`src/rtl/if_fetch_stage.sv`:
```
// Instruction-fetch stage: owns the PC, drives the combinational instruction
// memory and loads the IF/ID pipeline register (stall, flush, redirect, halt, faults).
module if_fetch_stage #(
    parameter logic [31:0] RESET_PC   = 32'h0000_0000,
    parameter int unsigned IMEM_DEPTH = 64,
    parameter logic [31:0] NOP_INSTR  = 32'h0000_0013
) (
    input  logic        clk,
    input  logic        rst_n,
    input  logic        stall_f,
    input  logic        stall_d,
    input  logic        flush_d,
    input  logic        redirect_valid,
    input  logic [31:0] redirect_target,
    input  logic        halt_req,
    output logic [31:0] imem_addr,
    input  logic [31:0] imem_rdata,
    output logic [31:0] pc_f,
    output logic [31:0] instr_d,
    output logic [31:0] pc_d,
    output logic [31:0] pc_plus4_d,
    output logic        valid_d,
    output logic [1:0]  fault,
    output logic [1:0]  state_o
);

    typedef enum logic [1:0] {
        BOOT = 2'b00,
        RUN  = 2'b01,
        HALT = 2'b10
    } state_t;

    localparam logic [1:0] FAULT_NONE     = 2'b00;
    localparam logic [1:0] FAULT_MISALIGN = 2'b01;
    localparam logic [1:0] FAULT_RANGE    = 2'b10;

    state_t      state, state_nx;
    logic [31:0] pc_nx, instr_nx, pc_d_nx, pc_plus4_nx;
    logic        valid_nx;
    logic [1:0]  fault_nx;
    logic        bubble;
    logic [31:0] pc_f_plus4;
    logic        out_of_range;

    assign imem_addr    = pc_f;
    assign state_o      = state;
    assign pc_f_plus4   = pc_f + 32'd4;
    assign out_of_range = {2'b00, pc_f[31:2]} >= IMEM_DEPTH;

    always_comb begin
        state_nx    = state;
        pc_nx       = pc_f;
        instr_nx    = instr_d;
        pc_d_nx     = pc_d;
        pc_plus4_nx = pc_plus4_d;
        valid_nx    = valid_d;
        fault_nx    = fault;
        bubble      = 1'b0;

        unique case (state)
            BOOT: begin
                bubble   = 1'b1;
                state_nx = RUN;
            end
            RUN: begin
                // Redirects squash the wrong-path word and override both stalls.
                if (redirect_valid && (redirect_target[1:0] != 2'b00)) begin
                    fault_nx = FAULT_MISALIGN;
                    state_nx = HALT;
                    bubble   = 1'b1;
                end else if (redirect_valid) begin
                    pc_nx  = redirect_target;
                    bubble = 1'b1;
                end else if (halt_req) begin
                    state_nx = HALT;
                    bubble   = 1'b1;
                end else if (out_of_range) begin
                    fault_nx = FAULT_RANGE;
                    state_nx = HALT;
                    bubble   = 1'b1;
                end else begin
                    if (!stall_f) pc_nx = pc_f_plus4;
                    if (flush_d) begin
                        bubble = 1'b1;
                    end else if (!stall_d) begin
                        instr_nx    = imem_rdata;
                        pc_d_nx     = pc_f;
                        pc_plus4_nx = pc_f_plus4;
                        valid_nx    = 1'b1;
                    end
                end
            end
            HALT: begin
                bubble = 1'b1;
            end
            default: begin
                state_nx = HALT;
                bubble   = 1'b1;
            end
        endcase

        // A bubble leaves pc_d/pc_plus4_d untouched.
        if (bubble) begin
            instr_nx = NOP_INSTR;
            valid_nx = 1'b0;
        end
    end

    always_ff @(posedge clk or negedge rst_n) begin
        if (!rst_n) begin
            state      <= BOOT;
            pc_f       <= RESET_PC;
            instr_d    <= NOP_INSTR;
            pc_d       <= '0;
            pc_plus4_d <= '0;
            valid_d    <= 1'b0;
            fault      <= FAULT_NONE;
        end else begin
            state      <= state_nx;
            pc_f       <= pc_nx;
            instr_d    <= instr_nx;
            pc_d       <= pc_d_nx;
            pc_plus4_d <= pc_plus4_nx;
            valid_d    <= valid_nx;
            fault      <= fault_nx;
        end
    end

endmodule

```
`config.mk`:
```
export PLATFORM = sky130hd
export DESIGN_NAME = if_fetch_stage
export DESIGN_NICKNAME = d
export VERILOG_FILES = /design/src/rtl/if_fetch_stage.sv
export SDC_FILE = /design/constraint.sdc
export NUM_CORES = 1
export LEC_CHECK = 0
export ABC_CLOCK_PERIOD_IN_PS = 2200
export BUFFER_PORTS_ARGS = -buffer_cell sky130_fd_sc_hd__clkbuf_2
export CAP_MARGIN = 20
export CORE_AREA = 2 2 129 131
export DETAILED_ROUTE_END_ITERATION = 10
export DIE_AREA = 0 0 131 133
export PLACE_DENSITY_LB_ADDON = 0.12
export SETUP_SLACK_MARGIN = 0.05
export SLEW_MARGIN = 15
export SYNTH_ARGS = -nofsm -noshare
export SYNTH_HDL_FRONTEND = slang
export SYNTH_SLANG_ARGS = --single-unit
```
`constraint.sdc`:
```
create_clock -name clk -period 2.2 [get_ports clk]
set_clock_uncertainty 0.05 [all_clocks]
set_input_delay 0.11 -clock clk [delete_from_list [all_inputs] [get_ports clk]]
set_output_delay 0.11 -clock clk [all_outputs]
set_load 0.02 [all_outputs]
```
==> flow_summary.json, run 1 <==
{
  "synth_top_area_cell": "dfrtp_1",
  "post-route-util": 0.521,
  "drive_above_1_share": 0.448,
  "die_w_um": 131,
  "synthMuxAreaShare": 0.0994,
  "cts_buffers": 17,
  "syn_nets": 559,
  "seq_area_frac_synth": 0.594,
  "synth_edf_count": 0,
  "grt_util_all_layers": 0.186,
  "slew_violations": 0,
  "htree_levels": 4,
  "drc": 0,
  "clock.fmax_mhz": 431,
  "num-fill-cells": 1445,
  "dr.pass1.iters": 4,
  "tightest_slew_ps": 817,
  "globalRoute.totalOverflow": 0,
  "ys_warn_count": 0,
  "grt_pass1_wl_um": 24700,
  "cp_data_arrival_time_ps": 2560,
  "slew_headroom": 0.455,
  "min_period_ps": 2320,
  "path_cells": "nor4_4 -> nand4_1 -> or4_4 -> nor2_4 -> buf_12 -> mux2_2",
  "ant_nets": 0,
  "fp-row-count": 47,
  "clk_path_buf_depth": 2,
  "nNetsFinal": 870,
  "design.core.area_um2": 16200,
  "fin_cells": 1030,
  "synth_top_family_by_area": "simple AND/OR/NAND/NOR gates",
  "syn-cell-area_um2": 5530,
  "grt_antenna_before_repair": 0,
  "start_kind": "register",
  "synth_fa_ha_area_frac": 0.00453,
  "use_met3": 0.0501,
  "vias": 4665,
  "p_leak_uw": 0.00452,
  "async_flop_share": 1.00,
  "syn2layout_area_growth_pct": 52.4,
  "place.port_buffers": 235,
  "final-setup-viol-count": 46,
  "synth-compound-area-share": 0.0573,
  "clk_pin_slew_worst_paths_ps": 60,
  "end_kind": "register",
  "path_class": "register to register",
  "synthDistinctLibCells": 42,
  "synthSimpleGateAreaFrac": 0.157,
  "crit_required_ps": 2440,
  "violations": "setup timing",
  "clkSinkCount": 131,
  "use_met1": 0.227,
  "crit_fanout": 18,
  "dp_hpwl_um": 11300,
  "wirelength_um": 16000,
  "gp_congestion": 0.762,
  "die-area_um2": 17400,
  "pin_count": 236,
  "synth_seq_cells": 131,
  "drt_iter0_drc": 154,
  "period_share": 1.06,
  "syn-instance-count": 486,
  "cap_violations": 0,
  "grt_max_degree": 63,
  "p_per_area_nw_per_um2": 731,
  "vias_per_cell": 4.53,
  "synth_xor_area_frac": 0.00792,
  "yosysTopAreaCellShare": 0.579,
  "fin_ws_ps": -122,
  "slowest_delay_ps": 550,
  "n_antenna_cell": 0,
  "cp_num_buf_inv": 1,
  "ir_drop_mv": 0.486,
  "tritoncts": "built",
  "synth_area_per_cell_um2": 11.4,
  "hold_slack_ps": 5.77,
  "die_h_um": 133,
  "first_global_vias": 4805,
  "synthTopCellsByArea": "dfrtp_1 58%, mux2i_1 6.9%, nor2b_1 5.4%",
  "rsz0062_at_grt": "yes",
  "grt-busiest-layer": "met2",
  "clk_latency_ps": 410,
  "place_inst": 935,
  "final.setup.tns_ps": -2990,
  "finalHoldViolations": 0,
  "status": "finished with violations",
  "hp-class": "primary input to register",
  "wire_per_inst_um": 15.6,
  "ys.flop_type": "dfrtp_1",
  "cp_slowest_cell": "or4_4",
  "cp_top_family": "simple AND/OR/NAND/NOR gates",
  "root_buffer": "clkbuf_16",
  "met2_usage": 0.312,
  "start_util": 0.342
}
layout make-up:
class	instances	area, um2	area share
clock buffer	25	515	0.0612
clock inverter	7	119	0.0141
inverter	13	48.8	0.00579
multi-input combinational	281	1890	0.225
sequential	131	3290	0.391
tap	220	275	0.0327
timing repair buffer	353	2280	0.270
kinds of logic after synthesis:
family,Yosys count
AO/OA/AOI/OAI,50
flip-flops,131
buffers and inverters,74
XOR/XNOR,5
multiplexers,53
adder cells (fa/ha/maj),2
AND/OR/NAND/NOR,171
worst register-to-register path, stage by stage, from the launching register on:
cell,delay [ps]
dfrtp_2,420
nor4_4,300
nand4_1,210
or4_4,550
nor2_4,130
buf_12,180
mux2_2,360
cells in the mapped netlist, drive strengths merged, types with 2 or more instances:
cell type	number
dfrtp	128
o22ai	8
or4	2
ha	2
xnor2	4
or2	2
o22a	3
nand2	31
mux2	15
a21oi	15
o221ai	2
dfstp	3
nor2b	48
buf	44
nor3	5
o21ai	10
inv	13
nor4	7
and2	2
o32ai	3
mux2i	38
nand4	3
and3	2
nand3b	2
a22oi	3
nand3	15
clkbuf	17
nor2	48
state kept, by name (all words and copies together), names as in the netlist:
signal / flops
fault: 2
pc_plus4_d: 30
state_o: 2
valid_d: 1
pc_d: 32
instr_d: 32
imem_addr: 32
path summary, 6_finish.rpt:
| check | startpoint | to | slack [ps] | cells past startpoint |
|---|---|---|---|---|
| max | imem_addr[9]$_DFFE_PN0P_ | pc_d[3]$_DFFE_PN0P_ | -120 | 6 |
| min | redirect_target[13] | imem_addr[13]$_DFFE_PN0P_ | 6 | 3 |
| max reg2reg | imem_addr[9]$_DFFE_PN0P_ | pc_d[3]$_DFFE_PN0P_ | -120 | 6 |
| min reg2reg | pc_plus4_d[17]$_DFFE_PN0P_ | pc_plus4_d[17]$_DFFE_PN0P_ | 440 | 1 |
| max in group asynchronous | rst_n | instr_d[1]$_DFFE_PN1P_ | 1180 | 3 |
| min in group asynchronous | rst_n | instr_d[10]$_DFFE_PN0P_ | 200 | 2 |
layout by cell type (no fill, tap or decap), drive strengths merged, types with 3 or more instances in the layout:
| cell type | n |
|---|---|
| bufinv | 3 |
| nor2 | 48 |
| nor2b | 48 |
| nand2 | 31 |
| dlygate4sd3 | 60 |
| o21ai | 10 |
| mux2i | 38 |
| nor4 | 7 |
| a21oi | 15 |
| nand3 | 15 |
| a22oi | 3 |
| o32ai | 3 |
| nand4 | 3 |
| xnor2 | 4 |
| o22a | 3 |
| clkbuf | 259 |
| o22ai | 8 |
| mux2 | 15 |
| dfstp | 3 |
| nor3 | 5 |
| dfrtp | 128 |
| buf | 59 |
| inv | 13 |
power by group:
group | internal, uW | total [uW] | switching (uW)
logic | 303 | 675 | 373
registers | 2460 | 2500 | 38.0
clock network | 1970 | 2990 | 1020
routing by layer:
metal / vias to the layer above / share of wire / wire length, um
met2: 169 / 0.48 / 7710
met5: - / 0 / 0
li1: 2230 / - / -
met1: 2248 / 0.44 / 7020
met3: 18 / 0.064 / 1030
met4: 0 / 0.016 / 260
what timing repair did:
action,CTS,global route
resized for setup,11,9
cloned,1,0
hold buffers,60,0
endpoints found under the setup margin,117,106
hold endpoints to repair,117,0
pin swaps,1,1
setup buffers,3,0
per-stage QoR:
stage | setup WS (ps) | power (uW) | instance area [um2]
after floorplan | -105 | 2850 | 5550
after global placement | -197 | 3120 | 7070
after detailed placement | -307 | 3120 | 7070
after CTS | -106 | 6230 | 8390
after global routing | -204 | 6400 | 8420
final | -122 | 6160 | 8420
No activity file was read; power rests on OpenSTA's default activity.
==> run 2, diff against run 1 <==
--- a/config.mk
+++ b/config.mk
@@ -12,6 +12,5 @@
 export DETAILED_ROUTE_END_ITERATION = 10
 export DIE_AREA = 0 0 131 133
-export PLACE_DENSITY_LB_ADDON = 0.12
-export SETUP_SLACK_MARGIN = 0.05
+export PLACE_DENSITY = 0.73
 export SLEW_MARGIN = 15
 export SYNTH_ARGS = -nofsm -noshare
--- a/constraint.sdc
+++ b/constraint.sdc
@@ -3,3 +3,3 @@
 set_input_delay 0.11 -clock clk [delete_from_list [all_inputs] [get_ports clk]]
 set_output_delay 0.11 -clock clk [all_outputs]
-set_load 0.02 [all_outputs]
+set_load 0.1 [all_outputs]
==> run 2 against run 1 <==
Count of clock-buffer cells in the layout decreased by 5. Core utilization increased by 0.68 points. Critical path type unchanged. The run still ends with setup timing left. Critical endpoint is now pc_plus4_d[8]$_DFFE_PN0P_. Hold slack improved by 16 ps.
==> flow_summary.json, run 2 (synthesis results as in run 1) <==
{
  "path_cells": "nor4_4 -> nand4_1 -> or4_4 -> nor2_4 -> buf_12 -> mux2_2",
  "slew_headroom": 0.512,
  "cp_data_arrival_time_ps": 2570,
  "clock.fmax_mhz": 430,
  "first_global_vias": 4806,
  "tightest_slew_ps": 732,
  "place.port_buffers": 235,
  "fp-row-count": 47,
  "clk_pin_slew_worst_paths_ps": 60,
  "whs_path_depth": 3,
  "globalRoute.totalOverflow": 0,
  "nNetsFinal": 867,
  "r2r_slack_ps": -130,
  "layout_common_cells": "234 x clkbuf_2, 97 x dfrtp_1, 63 x dlygate4sd3_1",
  "p_switching_uw": 2010,
  "min_period_ps": 2330,
  "whs_endpoint": "imem_addr[5]$_DFFE_PN0P_",
  "clk_latency_ps": 410,
  "vias_per_cell": 4.65,
  "wire_per_inst_um": 16.0,
  "cap_violations": 0,
  "pin_count": 236,
  "crit_fanout": 20,
  "p_per_area_nw_per_um2": 764,
  "layout_commonest_cell": "clkbuf_2",
  "n_antenna_cell": 0,
  "wirelength_um": 16400,
  "drive_above_1_share": 0.489,
  "grt_antenna_before_repair": 0,
  "syn2layout_area_growth_pct": 54.4,
  "p_comb_frac": 0.189,
  "ir_drop_mv": 0.553,
  "ant_nets": 0,
  "clockPowerShare": 0.425,
  "grt_max_degree": 55,
  "hp-class": "primary input to register",
  "crit_required_ps": 2450,
  "clkSinkCount": 131,
  "start_kind": "register",
  "cp_num_buf_inv": 1,
  "worstReg2RegStart": "imem_addr[27]$_DFFE_PN0P_",
  "post-route-util": 0.528,
  "root_buffer": "clkbuf_16",
  "rsz0062_at_grt": "yes",
  "drc": 0,
  "violations": "setup timing",
  "cp_top_family": "simple AND/OR/NAND/NOR gates",
  "tritoncts": "built",
  "fin_ws_ps": -127,
  "cts_buffers": 17,
  "die_h_um": 133,
  "slew_violations": 0,
  "period_share": 1.06,
  "p_int_uw": 4510,
  "drt_iter0_drc": 249,
  "final-setup-viol-count": 73,
  "switching_share": 0.309,
  "dp_hpwl_um": 11000,
  "design.core.area_um2": 16200,
  "status": "finished with violations",
  "path_class": "register to register",
  "dr.pass1.iters": 4,
  "clk_path_buf_depth": 2,
  "hp-start": "redirect_target[5]",
  "gp_congestion": 0.784,
  "die_w_um": 131,
  "pre_cts_ws_ps": -263,
  "grt_util_all_layers": 0.188,
  "p_leak_uw": 0.00447,
  "r2r-end": "pc_plus4_d[8]$_DFFE_PN0P_",
  "slowest_delay_ps": 540,
  "ff2ff_path_depth": 6,
  "finalHoldViolations": 0,
  "pwr-share-seq": 0.386,
  "die-area_um2": 17400,
  "htree_levels": 4,
  "vias": 4774,
  "cp_slowest_cell": "or4_4",
  "num-fill-cells": 1362,
  "grt_pass1_wl_um": 25100,
  "start_util": 0.342,
  "end_kind": "register"
}
-- run 2: cell types whose count changed in the layout (fill, tap and decap cells not counted), sizes merged --
cell / change
bufinv: -1
dlygate4sd3: +3
clkbuf: -3
clkinvlp: +1
clkinv: +5
buf: -8
-- run 2: final cells by class --
| class | count | area, um2 | area share |
|---|---|---|---|
| Tap cell | 220 | 275 | 0.0323 |
| Inverter | 13 | 48.8 | 0.00572 |
| Clock buffer | 20 | 457 | 0.0535 |
| Clock inverter | 12 | 133 | 0.0155 |
| Multi-Input combinational cell | 281 | 1960 | 0.229 |
| Timing Repair Buffer | 350 | 2320 | 0.272 |
| Sequential cell | 131 | 3340 | 0.391 |
-- run 2: worst max path at each step --
stage / startpoint / to / slack (ps) / cells after the start
2_1_floorplan: imem_addr[27]$_DFFE_PN0P_ / pc_d[0]$_DFFE_PN0P_ / -290 / 7
3_3_place_gp: imem_addr[18]$_DFFE_PN0P_ / pc_plus4_d[6]$_DFFE_PN0P_ / -280 / 6
3_5_place_dp: imem_addr[18]$_DFFE_PN0P_ / pc_plus4_d[8]$_DFFE_PN0P_ / -260 / 6
4_1_cts: imem_addr[21]$_DFFE_PN0P_ / pc_plus4_d[8]$_DFFE_PN0P_ / -110 / 6
5_1_grt: imem_addr[21]$_DFFE_PN0P_ / pc_plus4_d[6]$_DFFE_PN0P_ / -200 / 6
6_report: imem_addr[27]$_DFFE_PN0P_ / pc_plus4_d[8]$_DFFE_PN0P_ / -130 / 6
-- run 2: timing repair --
item	in CTS	in global routing
hold endpoints to repair	121	2
buffers inserted	0	3
endpoints found under the setup margin	84	84
pin swaps	1	4
cloned	0	2
gates resized for setup	10	22
hold buffers	64	1
-- run 2: worst min-delay path: stages --
cell and delay [ps]:
clkbuf_2 90, a21oi_1 60, o221ai_1 170
-- run 2: metal layers --
metal  global-route usage  vias to the layer above  wire length (um)
li1                     -                     2228                 -
met1                0.233                     2310              6800
met2                0.310                      202              8120
met3               0.0501                       34              1040
met4               0.0774                        0               433
met5                    0                        -                 0
-- run 2: metrics by stage --
stage               TNS (ps)  instances  total power [uW]  cell area, um2  hold slack [ps]
floorplan             -10390        486              3400            5600             -236
global placement      -15730        928              3660            7090             49.0
detailed placement    -13700        928              3670            7090             52.4
CTS                    -3850       1024              6570            8380             1.62
global route          -11280       1027              6750            8530             21.1
finish                 -4710       1027              6520            8530             21.5
-- run 2: power groups by stage --
| stage | Sequential (uW) | Clock, uW | Combinational, uW |
|---|---|---|---|
| after detailed placement | 2550 | 0 | 1120 |
| after global placement | 2550 | 0 | 1110 |
| final | 2520 | 2770 | 1230 |
| after floorplan | 2910 | 0 | 487 |
| after CTS | 2520 | 2830 | 1220 |
| after global routing | 2520 | 2940 | 1290 |
